## src/rtl/ufifo_wr_arb.sv

```systemverilog
// Round-robin byte arbiter in front of a ufifo write port.
// Optional UFIFO_ARB_STATS_EN adds a saturating owner-stall counter.
module ufifo_wr_arb #(
    parameter int NREQ      = 4,
    parameter int MAX_BURST = 4,
    parameter int LGFLEN    = 2
) (
    input  logic              i_clk,
    input  logic              i_reset_n,
    input  logic [NREQ-1:0]   i_req,
    input  logic [NREQ-1:0]   i_last,
    input  logic [NREQ*8-1:0] i_data,
    output logic [NREQ-1:0]   o_ack,
    output logic [NREQ-1:0]   o_grant,
    input  logic [LGFLEN:0]   i_space,
    output logic              o_wr,
    output logic [7:0]        o_data
`ifdef UFIFO_ARB_STATS_EN
    ,
    output logic [15:0]       o_stall_cnt
`endif
);

    localparam int PW = $clog2(NREQ);
    localparam int CW = $clog2(MAX_BURST + 1);

    typedef enum logic {
        IDLE,
        OWN
    } state_t;

    state_t          state_q, state_d;
    logic [NREQ-1:0] grant_q, grant_d;
    logic [PW-1:0]   own_q, own_d;
    logic [CW-1:0]   cnt_q, cnt_d;
    logic            wr_q, wr_d;
    logic [7:0]      data_q, data_d;

    logic            pick_vld;
    logic [PW-1:0]   pick_idx;
    logic            own_req;
    logic            own_last;
    logic [7:0]      own_byte;
    logic            room;
    logic            ack_en;

    // own_q doubles as the round-robin pointer: search starts just past it
    always_comb begin
        logic [PW:0] sum;
        pick_vld = 1'b0;
        pick_idx = '0;
        sum      = '0;
        for (int i = 1; i <= NREQ; i++) begin
            sum = {1'b0, own_q} + (PW+1)'(i);
            if (sum >= (PW+1)'(NREQ)) begin
                sum = sum - (PW+1)'(NREQ);
            end
            if (!pick_vld && i_req[sum[PW-1:0]]) begin
                pick_vld = 1'b1;
                pick_idx = sum[PW-1:0];
            end
        end
    end

    assign own_req  = i_req[own_q];
    assign own_last = i_last[own_q];
    assign own_byte = i_data[{own_q, 3'b000} +: 8];
    // the write already in flight is not yet reflected in i_space
    assign room     = i_space > (LGFLEN+1)'(wr_q);
    assign ack_en   = (state_q == OWN) && own_req && room;

    always_comb begin
        state_d = state_q;
        grant_d = grant_q;
        own_d   = own_q;
        cnt_d   = cnt_q;
        wr_d    = 1'b0;
        data_d  = data_q;
        unique case (state_q)
            IDLE: begin
                if (pick_vld) begin
                    state_d = OWN;
                    grant_d = NREQ'(1) << pick_idx;
                    own_d   = pick_idx;
                    cnt_d   = '0;
                end
            end
            OWN: begin
                if (ack_en) begin
                    wr_d   = 1'b1;
                    data_d = own_byte;
                    cnt_d  = cnt_q + CW'(1);
                    if (own_last || cnt_q == CW'(MAX_BURST - 1)) begin
                        state_d = IDLE;
                        grant_d = '0;
                    end
                end else if (!own_req) begin
                    state_d = IDLE;
                    grant_d = '0;
                end
            end
        endcase
    end

    always_ff @(posedge i_clk or negedge i_reset_n) begin
        if (!i_reset_n) begin
            state_q <= IDLE;
            grant_q <= '0;
            own_q   <= PW'(NREQ - 1);
            cnt_q   <= '0;
            wr_q    <= 1'b0;
            data_q  <= '0;
        end else begin
            state_q <= state_d;
            grant_q <= grant_d;
            own_q   <= own_d;
            cnt_q   <= cnt_d;
            wr_q    <= wr_d;
            data_q  <= data_d;
        end
    end

    assign o_ack   = ack_en ? grant_q : '0;
    assign o_grant = grant_q;
    assign o_wr    = wr_q;
    assign o_data  = data_q;

`ifdef UFIFO_ARB_STATS_EN
    logic [15:0] stall_q, stall_d;

    always_comb begin
        stall_d = stall_q;
        if (state_q == OWN && own_req && !room && stall_q != 16'hFFFF) begin
            stall_d = stall_q + 16'd1;
        end
    end

    always_ff @(posedge i_clk or negedge i_reset_n) begin
        if (!i_reset_n) begin
            stall_q <= '0;
        end else begin
            stall_q <= stall_d;
        end
    end

    assign o_stall_cnt = stall_q;
`endif

endmodule

```

## config.mk

```make
export PLATFORM = sky130hd
export DESIGN_NAME = ufifo_wr_arb
export DESIGN_NICKNAME = d
export VERILOG_FILES = /design/src/rtl/ufifo_wr_arb.sv
export SDC_FILE = /design/constraint.sdc
export NUM_CORES = 1
export LEC_CHECK = 0
export CAP_MARGIN = 20
export CORE_UTILIZATION = 43
export DETAILED_ROUTE_END_ITERATION = 10
export GPL_ROUTABILITY_DRIVEN = 0
export GPL_TIMING_DRIVEN = 0
export HOLD_SLACK_MARGIN = 0.05
export PLACE_DENSITY_LB_ADDON = 0.12
export SLEW_MARGIN = 0
export SYNTH_ARGS = -nofsm -noshare
export SYNTH_HDL_FRONTEND = slang
export SYNTH_SLANG_ARGS = --single-unit
```

## constraint.sdc

```tcl
create_clock -name i_clk -period 3.05 [get_ports i_clk]
set_input_delay 0.61 -clock i_clk [delete_from_list [all_inputs] [get_ports i_clk]]
set_output_delay 0.61 -clock i_clk [all_outputs]
set_load 0.02 [all_outputs]
```

==> results.md <==
* Outcome: finished clean
* Post-synth EDFFs at 0
* P_int at between 900 and 1000 uW
* IO Count at 62
* Top FF cell, synth: dfrtp_1
* Cell Area, Placed at 1890 um^2
* Finished Cell Area at just under 2000 um^2
* Skew final at 0.00561 ns
* Die height at 55.6 um
* HPWL Detailed at between 2000 and 2500 um
* Most common cell in the synthesized netlist: dfrtp_1
* Layout cells sized above 1 at 20.0%
* Hold slack final at 0.516 ns
* Worst vdd ir at 0.586 mV
* H-tree Lvls at 1
* Final Non-Filler Cells at 201
* Site Rows at 19
* Worst-Margin Slew at about 0.9 ns
* Clock share of power at 7.9%
* Most frequent cells after synthesis: dfrtp_1 (17), mux4_2 (9), nor2_1 (7), mux2_2 (5), o21ai_0 (5)
* Vias per inst at roughly 5.7
* Cells after DPL at 195
* Filler cell count at ~230
* CP max FO at 5
* Clock Tree Buf Depth at 2
* Pre-CTS setup slack at -0.436 ns
* Initial antenna violation count at 0
* Initial Util at 45.2%
* Logic pwr share at 62.9%
* Endpoints failing setup at 0
* Largest net degree at the start of global routing at 20
* Slew Viols, Final at 0
* F_max at 0.338 GHz
* Die width at 55.6 um
* Core area at 2730 um^2
* Number of global-route vias before repair at 1159
* GRT overflow at 0
* Top cell type by total area after synthesis: dfrtp_1
* Reg clk slew, reported paths at 0.12 ns
* Nets at 219
* Unrepaired setup endpoints after global routing: no
* Synthesized area per cell at about 12 um^2
* Iteration count of the initial detailed-routing pass at 4
* Area growth from synthesis to layout at 56.0%
* DRT iter0 DRCs at 47
* Sequential power share at 29.3%
* Slew HR at 39.3%
* Arr. time, crit path at 2.35 ns
* Clk sink count at 19
* Sw Pwr at 648 uW
* Synth Register Bits at 19
* Area taken by multi-input logic gates at 711 um^2
* Synth top area cells: dfrtp_1 (34%), mux4_2 (16%), mux2_2 (4.6%)
* Root buffer cell: clkbuf_4
* Worst skew pair latency at 0.30 ns
* FFs w/ async S/R, synth at 100%
* First-pass GRT wire length at 5380 um
* Buffers on Ports at 61
* Post-route ant nets at 0
* Worst setup margin at 0.0928 ns
* Synth Instances at a little over 100
* Sequential area share after synthesis at between 30% and 40%
* Setup crit end kind: output port
* Sequential standard cell area at 478 um^2
* Worst setup SP type: primary input
* Leakage at 0.000789 uW
* Post-Route WL at 3180 um
* Critical Path RT at 2.44 ns
* Max cap viols at 0
* Yosys top cell area share at 34.4%
* Mapped Nets at 151
* Final Hold Viols at 0
* Die area at between 3000 and 4000 um^2
* Sw Ratio at 39.5%
* Pwr Density at 851 nW/um^2
* Library cells used by synthesis at 35
* Vias at 1148
* Routed WL per cell at 15.8 um
* Hold Buf Count CTS at 0
* Worst hold path class: register to register
* Mapped Area at 1240 um^2
* CTS Buf Count at 3
* Tcrit/Tclk final at between 90% and 100%
* Tmin final at 2.96 ns
* Ys Warns at 0
* Antenna Cells at 0
* Drt drc at 0
* Gr usage total at 22.2%
* CTS tree: yes
* Setup CP Type: primary input to output port
## area by class of cell
| cell class | instances | share of cell area, % |
|---|---|---|
| Multi-Input combinational cell | 74 | 36.9 |
| Clock inverter | 1 | 0.260 |
| Clock buffer | 3 | 1.17 |
| Sequential cell | 19 | 24.8 |
| Buffer | 5 | 1.62 |
| Timing Repair Buffer | 64 | 32.5 |
| Inverter | 4 | 0.779 |
| Tap cell | 31 | 2.01 |
## metal layers
layer | up-vias | global-route usage (%) | wire (um)
li1 | 528 | - | -
met1 | 555 | 28.0 | 1360
met2 | 59 | 38.4 | 1550
met3 | 6 | 4.19 | 236
met4 | 0 | 7.14 | 34
met5 | - | 0 | 0
## metrics by stage
step                      setup TNS [ns]  total power [uW]  util (%)
after floorplan                        0              1130         -
after global placement             -1.54              1470      69.0
after detailed placement           -1.69              1500      69.0
after CTS                              0              1660      70.5
after global routing                   0              1760      70.5
final                                  0              1640      70.5
## worst paths after layout
check	from	endpoint	slack [ns]	cells after the start
min in group asynchronous	i_reset_n	o_data[6]	0.81	1
max reg2reg	own_q[0]	o_data[3]	1.00	5
max	i_space[0]	o_ack[0]	0.09	9
min reg2reg	o_data[0]	o_data[0]	0.52	1
min	o_data[0]	o_data[0]	0.52	1
max in group asynchronous	i_reset_n	state_q	1.69	1
## cells in the final DEF (no fill, tap or decap), types with 3 or more instances in the layout
cell type	synthesis	final
clkdlybuf4s15_1	0	3
o211ai_1	3	3
nor2_1	7	6
o21ai_0	5	5
ha_1	3	3
o2111ai_1	3	3
buf_4	1	4
clkdlybuf4s50_1	0	53
mux2_2	5	5
and2_1	4	4
nand3_1	4	4
nand3b_1	4	4
dfrtp_1	17	17
inv_1	3	3
nor2b_1	3	3
clkbuf_4	0	3
dlygate4sd2_1	0	5
mux2_4	3	3
mux4_2	9	9
## repair_timing
action,CTS,global route
endpoints found under the hold margin,0,0
setup buffers,3,0
resized for setup,9,3
pin swaps,1,1
gates cloned,0,0
setup endpoints to repair,4,4
## power by group through the flow
stage | registers (uW) | logic (uW) | clock network, uW
floorplan | 559 | 566 | 0
global placement | 461 | 1010 | 0
detailed placement | 471 | 1020 | 0
CTS | 463 | 1050 | 138
global route | 498 | 1110 | 145
finish | 480 | 1030 | 129
## registers in the layout, indices dropped and copies added (netlist names)
register / flops
o_wr: 1
o_grant: 4
cnt_q: 3
o_data: 8
state_q: 1
own_q: 2
## worst max-delay path, stage by stage
cell	delay (ns)
clkdlybuf4s50_1	0.46
inv_1	0.04
ha_1	0.28
nor2_2	0.05
o311ai_4	0.25
buf_6	0.15
inv_2	0.05
and2_1	0.14
dlygate4sd2_1	0.31
## cell families (layout without fill, tap and decap cells)
| logic type | Yosys count | count (layout) | share of synthesized area (%) |
|---|---|---|---|
| and+or+nand+nor | 31 | 31 | 14.8 |
| AOI/OAI and AO/OA | 21 | 21 | 13.3 |
| muxes | 19 | 19 | 26.2 |
| DFF | 19 | 19 | 38.7 |
| buffers and inverters | 10 | 77 | 4.05 |
| adders and majority gates | 3 | 3 | 3.04 |
Power figures use the tool's default switching activity.
